--- config.mk ---
export PLATFORM = sky130hd
export DESIGN_NAME = interleaver_sched_flat
export DESIGN_NICKNAME = d
export VERILOG_FILES = /design/src/rtl/interleaver_sched_if.sv /design/src/rtl/interleaver_sched.sv /design/src/flat_wrapper.sv
export SDC_FILE = /design/constraint.sdc
export NUM_CORES = 1
export LEC_CHECK = 0
export CORE_MARGIN = 4
export CORE_UTILIZATION = 50
export DETAILED_ROUTE_END_ITERATION = 10
export GPL_TIMING_DRIVEN = 0
export HOLD_SLACK_MARGIN = 0.06
export PLACE_DENSITY_LB_ADDON = 0.05
export SLEW_MARGIN = 20
export SYNTH_ARGS = -nofsm -noshare
export SYNTH_HDL_FRONTEND = slang
export SYNTH_SLANG_ARGS = --single-unit
--- constraint.sdc ---
create_clock -name aclk -period 4 [get_ports aclk]
set_input_delay 1 -clock aclk [delete_from_list [all_inputs] [get_ports aclk]]
set_output_delay 1 -clock aclk [all_outputs]
set_load 0.05 [all_outputs]
--- src/rtl/interleaver_sched_if.sv ---
// Bus bundle for interleaver_sched: SIGNAL/DATA byte inputs, output stream
// toward the interleaver, and per-frame status.
interface interleaver_sched_if;
  logic [7:0]  s_sig_tdata;
  logic        s_sig_tvalid;
  logic        s_sig_tready;
  logic        s_sig_tlast;
  logic [7:0]  s_data_tdata;
  logic [3:0]  s_data_tuser;
  logic        s_data_tvalid;
  logic        s_data_tready;
  logic        s_data_tlast;
  logic [7:0]  m_axis_tdata;
  logic [3:0]  m_axis_tuser;
  logic        m_axis_tvalid;
  logic        m_axis_tready;
  logic        m_axis_tlast;
  logic [11:0] sym_count;
  logic        err_rate;
  logic        err_sig;

  modport slave (
    input  s_sig_tdata, s_sig_tvalid, s_sig_tlast,
    input  s_data_tdata, s_data_tuser, s_data_tvalid, s_data_tlast,
    input  m_axis_tready,
    output s_sig_tready, s_data_tready,
    output m_axis_tdata, m_axis_tuser, m_axis_tvalid, m_axis_tlast,
    output sym_count, err_rate, err_sig
  );

  modport master (
    output s_sig_tdata, s_sig_tvalid, s_sig_tlast,
    output s_data_tdata, s_data_tuser, s_data_tvalid, s_data_tlast,
    output m_axis_tready,
    input  s_sig_tready, s_data_tready,
    input  m_axis_tdata, m_axis_tuser, m_axis_tvalid, m_axis_tlast,
    input  sym_count, err_rate, err_sig
  );
endinterface

--- src/rtl/interleaver_sched.sv ---
// Sequences SIGNAL then DATA coded bytes into whole OFDM symbols for the
// interleaver, zero-padding the final DATA symbol.
module interleaver_sched (
  input  logic                aclk,
  input  logic                aresetn,
  interleaver_sched_if.slave  bus
);

  localparam logic [3:0] RATE_6M  = 4'hD;
  localparam logic [3:0] RATE_9M  = 4'hF;
  localparam logic [3:0] RATE_12M = 4'h5;
  localparam logic [3:0] RATE_18M = 4'h7;
  localparam logic [3:0] RATE_24M = 4'h9;
  localparam logic [3:0] RATE_36M = 4'hB;
  localparam logic [3:0] RATE_48M = 4'h1;
  localparam logic [3:0] RATE_54M = 4'h3;

  typedef enum logic [1:0] {IDLE, SIG, DATA, PAD} state_t;

  function automatic logic rate_known(input logic [3:0] r);
    return (r == RATE_6M)  || (r == RATE_9M)  || (r == RATE_12M) || (r == RATE_18M) ||
           (r == RATE_24M) || (r == RATE_36M) || (r == RATE_48M) || (r == RATE_54M);
  endfunction

  function automatic logic [5:0] sym_bytes(input logic [3:0] r);
    case (r)
      RATE_12M, RATE_18M: return 6'd12;
      RATE_24M, RATE_36M: return 6'd24;
      RATE_48M, RATE_54M: return 6'd36;
      default:            return 6'd6;
    endcase
  endfunction

  state_t      state, state_n;
  logic [5:0]  byte_cnt;
  logic [3:0]  rate;
  logic        rate_held;
  logic [11:0] sym_cnt;
  logic        err_rate_q, err_sig_q;
  logic [7:0]  m_data;
  logic [3:0]  m_user;
  logic        m_valid, m_last;

  logic        can_load, sym_end, sig_ready, data_ready, load, load_last;
  logic [7:0]  load_data;
  logic [3:0]  load_user, cur_rate;
  logic [5:0]  sz;

  // Rate used for this beat: latched value once held, otherwise the first
  // beat's tuser with unknown codes folded onto 6M.
  assign cur_rate = rate_held ? rate :
                    (rate_known(bus.s_data_tuser) ? bus.s_data_tuser : RATE_6M);
  assign sz       = sym_bytes(cur_rate);
  assign sym_end  = (byte_cnt == 6'(sz - 6'd1));
  assign can_load = ~m_valid | bus.m_axis_tready;

  always_ff @(posedge aclk) begin
    if (!aresetn) state <= IDLE;
    else          state <= state_n;
  end

  always_comb begin
    state_n    = state;
    sig_ready  = 1'b0;
    data_ready = 1'b0;
    load       = 1'b0;
    load_data  = '0;
    load_user  = '0;
    load_last  = 1'b0;
    case (state)
      IDLE: if (bus.s_sig_tvalid) state_n = SIG;
      SIG: begin
        sig_ready = can_load;
        if (bus.s_sig_tvalid && can_load) begin
          load      = 1'b1;
          load_data = bus.s_sig_tdata;
          load_user = RATE_6M;
          if (byte_cnt == 6'd5) state_n = DATA;
        end
      end
      DATA: begin
        data_ready = can_load;
        if (bus.s_data_tvalid && can_load) begin
          load      = 1'b1;
          load_data = bus.s_data_tdata;
          load_user = cur_rate;
          load_last = bus.s_data_tlast & sym_end;
          if (bus.s_data_tlast) state_n = sym_end ? IDLE : PAD;
        end
      end
      PAD: begin
        if (can_load) begin
          load      = 1'b1;
          load_user = rate;
          load_last = sym_end;
          if (sym_end) state_n = IDLE;
        end
      end
      default: state_n = IDLE;
    endcase
  end

  always_ff @(posedge aclk) begin
    if (!aresetn) begin
      m_data     <= '0;
      m_user     <= '0;
      m_valid    <= 1'b0;
      m_last     <= 1'b0;
      byte_cnt   <= '0;
      rate       <= '0;
      rate_held  <= 1'b0;
      sym_cnt    <= '0;
      err_rate_q <= 1'b0;
      err_sig_q  <= 1'b0;
    end else begin
      if (load) begin
        m_data  <= load_data;
        m_user  <= load_user;
        m_last  <= load_last;
        m_valid <= 1'b1;
      end else if (bus.m_axis_tready) begin
        m_valid <= 1'b0;
        m_last  <= 1'b0;
      end

      case (state)
        IDLE: if (bus.s_sig_tvalid) begin
          byte_cnt   <= '0;
          sym_cnt    <= '0;
          err_rate_q <= 1'b0;
          err_sig_q  <= 1'b0;
          rate_held  <= 1'b0;
          rate       <= RATE_6M;
        end
        SIG: if (load) begin
          // tlast must coincide exactly with the 6th byte; count alone advances
          err_sig_q <= err_sig_q | ((byte_cnt == 6'd5) != bus.s_sig_tlast);
          byte_cnt  <= (byte_cnt == 6'd5) ? '0 : byte_cnt + 6'd1;
          if (byte_cnt == 6'd5 && sym_cnt != '1) sym_cnt <= sym_cnt + 12'd1;
        end
        DATA, PAD: if (load) begin
          if (state == DATA && !rate_held) begin
            rate_held  <= 1'b1;
            rate       <= cur_rate;
            err_rate_q <= err_rate_q | ~rate_known(bus.s_data_tuser);
          end
          byte_cnt <= sym_end ? '0 : byte_cnt + 6'd1;
          if (sym_end && sym_cnt != '1) sym_cnt <= sym_cnt + 12'd1;
        end
        default: ;
      endcase
    end
  end

  assign bus.s_sig_tready  = sig_ready;
  assign bus.s_data_tready = data_ready;
  assign bus.m_axis_tdata  = m_data;
  assign bus.m_axis_tuser  = m_user;
  assign bus.m_axis_tvalid = m_valid;
  assign bus.m_axis_tlast  = m_last;
  assign bus.sym_count     = sym_cnt;
  assign bus.err_rate      = err_rate_q;
  assign bus.err_sig       = err_sig_q;

endmodule

--- src/flat_wrapper.sv ---
// flat-port wrapper written by rule: the top's interface ports become plain ports
module interleaver_sched_flat 
  (aclk, aresetn, bus_s_sig_tdata, bus_s_sig_tvalid, bus_s_sig_tlast, bus_s_data_tdata, bus_s_data_tuser, bus_s_data_tvalid, bus_s_data_tlast, bus_m_axis_tready, bus_s_sig_tready, bus_s_data_tready, bus_m_axis_tdata, bus_m_axis_tuser, bus_m_axis_tvalid, bus_m_axis_tlast, bus_sym_count, bus_err_rate, bus_err_sig);
  interleaver_sched_if bus_i ();
  input  logic aclk;
  input  logic aresetn;
  input wire logic [$bits(bus_i.s_sig_tdata)-1:0] bus_s_sig_tdata;
  input wire logic [$bits(bus_i.s_sig_tvalid)-1:0] bus_s_sig_tvalid;
  input wire logic [$bits(bus_i.s_sig_tlast)-1:0] bus_s_sig_tlast;
  input wire logic [$bits(bus_i.s_data_tdata)-1:0] bus_s_data_tdata;
  input wire logic [$bits(bus_i.s_data_tuser)-1:0] bus_s_data_tuser;
  input wire logic [$bits(bus_i.s_data_tvalid)-1:0] bus_s_data_tvalid;
  input wire logic [$bits(bus_i.s_data_tlast)-1:0] bus_s_data_tlast;
  input wire logic [$bits(bus_i.m_axis_tready)-1:0] bus_m_axis_tready;
  output wire logic [$bits(bus_i.s_sig_tready)-1:0] bus_s_sig_tready;
  output wire logic [$bits(bus_i.s_data_tready)-1:0] bus_s_data_tready;
  output wire logic [$bits(bus_i.m_axis_tdata)-1:0] bus_m_axis_tdata;
  output wire logic [$bits(bus_i.m_axis_tuser)-1:0] bus_m_axis_tuser;
  output wire logic [$bits(bus_i.m_axis_tvalid)-1:0] bus_m_axis_tvalid;
  output wire logic [$bits(bus_i.m_axis_tlast)-1:0] bus_m_axis_tlast;
  output wire logic [$bits(bus_i.sym_count)-1:0] bus_sym_count;
  output wire logic [$bits(bus_i.err_rate)-1:0] bus_err_rate;
  output wire logic [$bits(bus_i.err_sig)-1:0] bus_err_sig;
  assign bus_i.s_sig_tdata = bus_s_sig_tdata;
  assign bus_i.s_sig_tvalid = bus_s_sig_tvalid;
  assign bus_i.s_sig_tlast = bus_s_sig_tlast;
  assign bus_i.s_data_tdata = bus_s_data_tdata;
  assign bus_i.s_data_tuser = bus_s_data_tuser;
  assign bus_i.s_data_tvalid = bus_s_data_tvalid;
  assign bus_i.s_data_tlast = bus_s_data_tlast;
  assign bus_i.m_axis_tready = bus_m_axis_tready;
  assign bus_s_sig_tready = bus_i.s_sig_tready;
  assign bus_s_data_tready = bus_i.s_data_tready;
  assign bus_m_axis_tdata = bus_i.m_axis_tdata;
  assign bus_m_axis_tuser = bus_i.m_axis_tuser;
  assign bus_m_axis_tvalid = bus_i.m_axis_tvalid;
  assign bus_m_axis_tlast = bus_i.m_axis_tlast;
  assign bus_sym_count = bus_i.sym_count;
  assign bus_err_rate = bus_i.err_rate;
  assign bus_err_sig = bus_i.err_sig;
  interleaver_sched u_core (.aclk(aclk), .aresetn(aresetn), .bus(bus_i));
endmodule
### Yosys cells after proc, flatten, opt, wreduce, memory -nomap -nowiden

Cells that the tools add are included.

* reductions and logical operators: 26
* equal/unequal tests: 33
* shift-type cells: 0
* mux-type cells: 56
* bitwise gates (word level): 6
* multipliers: 0
* add/subtract/negate cells: 3
* div/mod/pow operators: 0
* $lt $le $gt $ge: 0

Operator list (count)
* $mux 12: 5
* $pmux 12 s3: 1
* $pmux 6 s3: 2
* $mux 4: 8
* $mux 6: 5
* $eq 4x4->1 const B: 6
* $ne 2x1->1 const B: 10
* $eq 4x3->1 const B: 4
* $mux 1: 16
* $mux 2: 8
* $mux 8: 2
* $pmux 8 s2: 1
* $add 12x1->12 const B: 1
* $ne 12x12->1 const B: 1
* $pmux 4 s3: 1
* $eq 4x1->1 const B: 2
* $eq 4x2->1 const B: 2
* $pmux 1 s2: 4
* $pmux 2 s4: 1
* $pmux 4 s2: 1
* $reduce_or 2->1: 4
* $logic_or 1x1->1: 7
* $reduce_and 7->1: 1
* $add 6x1->6 const B: 1
* 18 further kinds: 30

* latch bits: 0
* logic and storage cells: 135
* ROM bits: 0
* RAM bits: 0
* input port bits: 27
* bits in registers: 41
* memories: 0
* output and inout bits: 30

### Depth between registers and ports, before layout

* word-level depth: 19
* depth in mapped cells: 13
* mapped depth without buffers: 11

### Worst setup path after synthesis

No wires, ideal clock.

* path type: input-to-reg
* start: input bus_s_data_tuser[0]
* end: register u_core.sym_cnt[5], in the netlist u_core.bus.sym_count[5]
* buffers on the path: 1
* setup time: 0.085 ns
* stages on the path: 12
* data arrival time: 3.238 ns
* path slack: 0.677 ns
* data required time: 3.915 ns
* cells stage by stage: or2b_1 -> o22ai_1 -> inv_1 -> ha_1 -> xor2_1 -> o211a_1 -> a211oi_1 -> o31ai_4 -> a41oi_1 -> clkbuf_1 -> o211ai_1 -> o31ai_2

* cells in the longest elaborated chain, start to end: 18
* elaborated cells between the ends (all ways): 32
* those cells by class: add/sub (1); eq/ne (16); mux (3); reduce/logical (12)

RTL lines
* start, declared: line flat_wrapper.sv:11 `input wire logic [$bits(bus_i.s_data_tuser)-1:0] bus_s_data_tuser;`
* $eq 4x4->1: line interleaver_sched.sv:21 `return (r == RATE_6M) || (r == RATE_9M) || (r == RATE_12M) || (r == RATE_18M) ||`
* $logic_or 1x1->1 (4 in series): line interleaver_sched.sv:21
* $logic_or 1x1->1 (3 in series): line interleaver_sched.sv:22 `(r == RATE_24M) || (r == RATE_36M) || (r == RATE_48M) || (r == RATE_54M);`
* $mux 4 *: line interleaver_sched.sv:52 `(rate_known(bus.s_data_tuser) ? bus.s_data_tuser : RATE_6M);`
* $mux 4 *: line interleaver_sched.sv:51 `assign cur_rate = rate_held ? rate :`
* $eq 4x1->1 (tied with other cells): line interleaver_sched.sv:26 `case (r)`
* $reduce_or 2->1: line interleaver_sched.sv:26
* $pmux 6 s3 *: line interleaver_sched.sv:26
* $sub 6x1->6 *: line interleaver_sched.sv:54 `assign sym_end = (byte_cnt == 6'(sz - 6'd1));`
* $eq 6x6->1 *: line interleaver_sched.sv:54
* $logic_and 1x1->1 *: line interleaver_sched.sv:148 `if (sym_end && sym_cnt != '1) sym_cnt <= sym_cnt + 12'd1;`
* $ne 2x1->1 (no source line) *
* $reduce_and 5->1 (no source line) *
* end signal, assigned: line interleaver_sched.sv:139 `if (byte_cnt == 6'd5 && sym_cnt != '1) sym_cnt <= sym_cnt + 12'd1;`
* end signal, assigned: line interleaver_sched.sv:148
* end, declared: line interleaver_sched.sv:38 `logic [11:0] sym_cnt;`

Every way passes the cells marked *; elsewhere a longest branch is shown, timed or not.
A chain may end at the register's enable or synchronous reset.

### Worst setup path after layout

* start: input bus_s_data_tuser[0]
* end: register u_core.sym_cnt[7], in the netlist u_core.bus.sym_count[7]

The elaborated chain is that of the path after synthesis.

==> impl_results.md <==
* Synth Warn # at 0
* Total Nets Final at 404
* DRC Markers at 0
* Routed Antenna Nets at 0
* Routed vias/inst at 5.60
* CP arrival at 4050 ps
* Crit path required time at 4220 ps
* Global route hottest layer: met2
* CP max FO at 10
* Post-CTS Repair Setup Buffers at 0
* Maximum clock path buffer count at 2
* Initial Util at 0.519
* Total CTS buffers at 5
* Tmin final at 3830 ps
* Initial DRC Count at 179
* Most frequent cell after synthesis: dfxtp_1
* Post-DR wirelength/cell at 15.3 um
* Status: finished clean
* Synth Net Count at 341
* Clock latency on the worst-skew pair at 300 ps
* CORE AREA at 4750 um2
* Reg clk slew, reported paths at 80 ps
* Largest net degree at the start of global routing at 13
* Setup CP Type: input pin to flip-flop
* Share of the synthesized area in the top cell type at 0.333
* Met2 GRT Util at 0.359
* Number of enable flip-flop cells after synthesis at 0
* Via Count at 2440
* Detailed Place HPWL at 4830 um
* Cell row count at 25
* WL final at 6650 um
* Rel. slew slack at 0.392
* Post-synth top cells: dfxtp_1 (41), nand2_1 (31), nand3_1 (23)
* Mapped Area at 2470 um2
* Top FF cell, synth: dfxtp_1
* Sequential area share after synthesis at 0.333
* Leak at 1.21 nW
* Max_cap viols at 0
* Num ports at 57
* Final Hold Fails at 0
* Met3 global-route usage at 0.0654
* Number of library cell types mapped by synthesis at 54
* Clock sink count at 41
* Fillers at 438
* Mean Syn Cell Area at 8.09 um2
* Hold Path Class: flip-flop to flip-flop
* Placed instance area at 3110 um2
* Type of destination of the critical path: flip-flop
* Synth area leader: dfxtp_1
* Final period utilization at 0.958
* Die Area at 6120 um2
* DR pass1 iterations at 4
* Clock Tree Root: clkbuf_8
* Tot GR Track Use at 0.223
* H-tree level count at 2
* Layout Utilization at 0.683
* N_diodes at 0
* Initial antenna violation count at 0
* #FFs+latches synth at 41
* CTS tree: built
* Pin slew with the least headroom to its limit at 907 ps
* Horiz. Die Dim at 78.2 um
* Setup violators final at 0
* VDD IR max at 0.254 mV
* Met1 usage at 0.286
* Worst setup margin at 170 ps
* Vias in the first global route at 2315
* Pwr dens at 486 nW/um2
* Layout Skew at 8.18 ps
* RSZ-0062 raised after global routing: false
* Gr ovfl total at 0
* Final Cell Area at 3250 um2
* P&R area growth vs syn at 31.7%
* Pre-CTS setup slack at -315 ps
* First-pass GRT wire length at 11000 um
* Fmax at 261 MHz
* CP Launch Type: input pin
* Cells after synthesis at 305
* Top cells by area, synth: dfxtp_1 (33%), nand2_1 (4.7%), nand3_1 (4.7%)
* Hold slack final at 469 ps
* IO buf count at 56
* Placer Congestion at 0.851
* Die Y at 78.2 um
* Async S/R FF share, synth at 0
* Fraction of layout cells with a size suffix above 1 at 0.0786
* Slew Limit Fails at 0
[what timing repair did]
action / CTS / global route
endpoints found under the setup margin: 7 / 17
resized for setup: 1 / 7
hold buffers: 0 / 0
[metal layers]
metal  share of wire  routed length, um
met2            0.46               3090
met3           0.067                443
met4           0.017                110
met5               0                  0
met1            0.45               3010
[final timing paths]
check                                     startpoint                                       to  slack, ps  cells past startpoint
max reg2reg            u_core.rate_held$_SDFFE_PN0P_     u_core.bus.sym_count[7]$_SDFFE_PN0P_        890                     13
min          u_core.bus.m_axis_tdata[4]$_SDFFE_PN0P_  u_core.bus.m_axis_tdata[4]$_SDFFE_PN0P_        470                      2
max                              bus_s_data_tuser[0]     u_core.bus.sym_count[7]$_SDFFE_PN0P_        170                     13
min reg2reg  u_core.bus.m_axis_tdata[4]$_SDFFE_PN0P_  u_core.bus.m_axis_tdata[4]$_SDFFE_PN0P_        470                      2
[report_power, final]
group / leakage [nW] / total (mW) / switching [mW] / internal (mW)
Sequential: 0.332 / 0.507 / 0.0503 / 0.456
Clock: 0.0542 / 0.304 / 0.147 / 0.156
Combinational: 0.821 / 0.769 / 0.493 / 0.276
Total: 1.21 / 1.58 / 0.691 / 0.888
[critical path, stage by stage]
cell	delay, ps
clkdlybuf4s50_1	540
or2b_1	260
o22ai_2	200
inv_1	70
ha_1	220
xor2_2	170
a211oi_2	230
a211oi_2	80
o31ai_4	320
a31oi_1	150
or3b_1	420
buf_6	180
o31ai_2	210
[final cells by class]
type                            instances  area, um2  share of cell area
Multi-Input combinational cell        236       1560               0.481
Clock inverter                          1       5.00             0.00154
Inverter                               11       41.3              0.0127
Sequential cell                        41        821               0.253
Timing Repair Buffer                   56        566               0.174
Buffer                                 17       73.8              0.0227
Tap cell                               67       83.8              0.0258
Clock buffer                            7       96.3              0.0297
[state kept, by name, indices dropped and copies added, names as in the netlist]
name and flops:
u_core.bus.err_rate 1, u_core.bus.err_sig 1, u_core.bus.m_axis_tdata 8, u_core.bus.m_axis_tlast 1, u_core.bus.m_axis_tuser 4, u_core.bus.m_axis_tvalid 1
u_core.bus.sym_count 12, u_core.byte_cnt 6, u_core.rate 4, u_core.rate_held 1, u_core.state 2
[cell usage in the layout, fill, tap and decap left out, types with 4 or more instances in the layout]
master	n
clkbuf_1	14
clkbuf_8	7
nor2_1	20
clkdlybuf4s50_1	54
and2_1	5
or2_2	4
and3_1	7
o21ai_0	14
nor2b_1	5
nand2b_1	8
o211ai_1	10
a22o_1	9
a31oi_1	9
nor3_1	4
nand3_1	23
o31ai_2	4
a21boi_0	12
dfxtp_1	41
ha_1	9
nand2_1	31
inv_1	11
a21oi_1	13
[through the flow]
step	cells	setup TNS [ps]	power, mW
floorplan	305	0	1.05
global placement	428	-2420	1.25
detailed placement	428	-2950	1.27
CTS	436	0	1.57
global route	436	0	1.68
finish	436	0	1.58
[cell families after synthesis]
group,synth area share
simple gates,0.251
compound gates,0.299
flops,0.333
buf+inv,0.0462
fa+ha+maj,0.0457
xor+xnor,0.0213
mux,0.00406
Power figures use the tool's default switching activity.
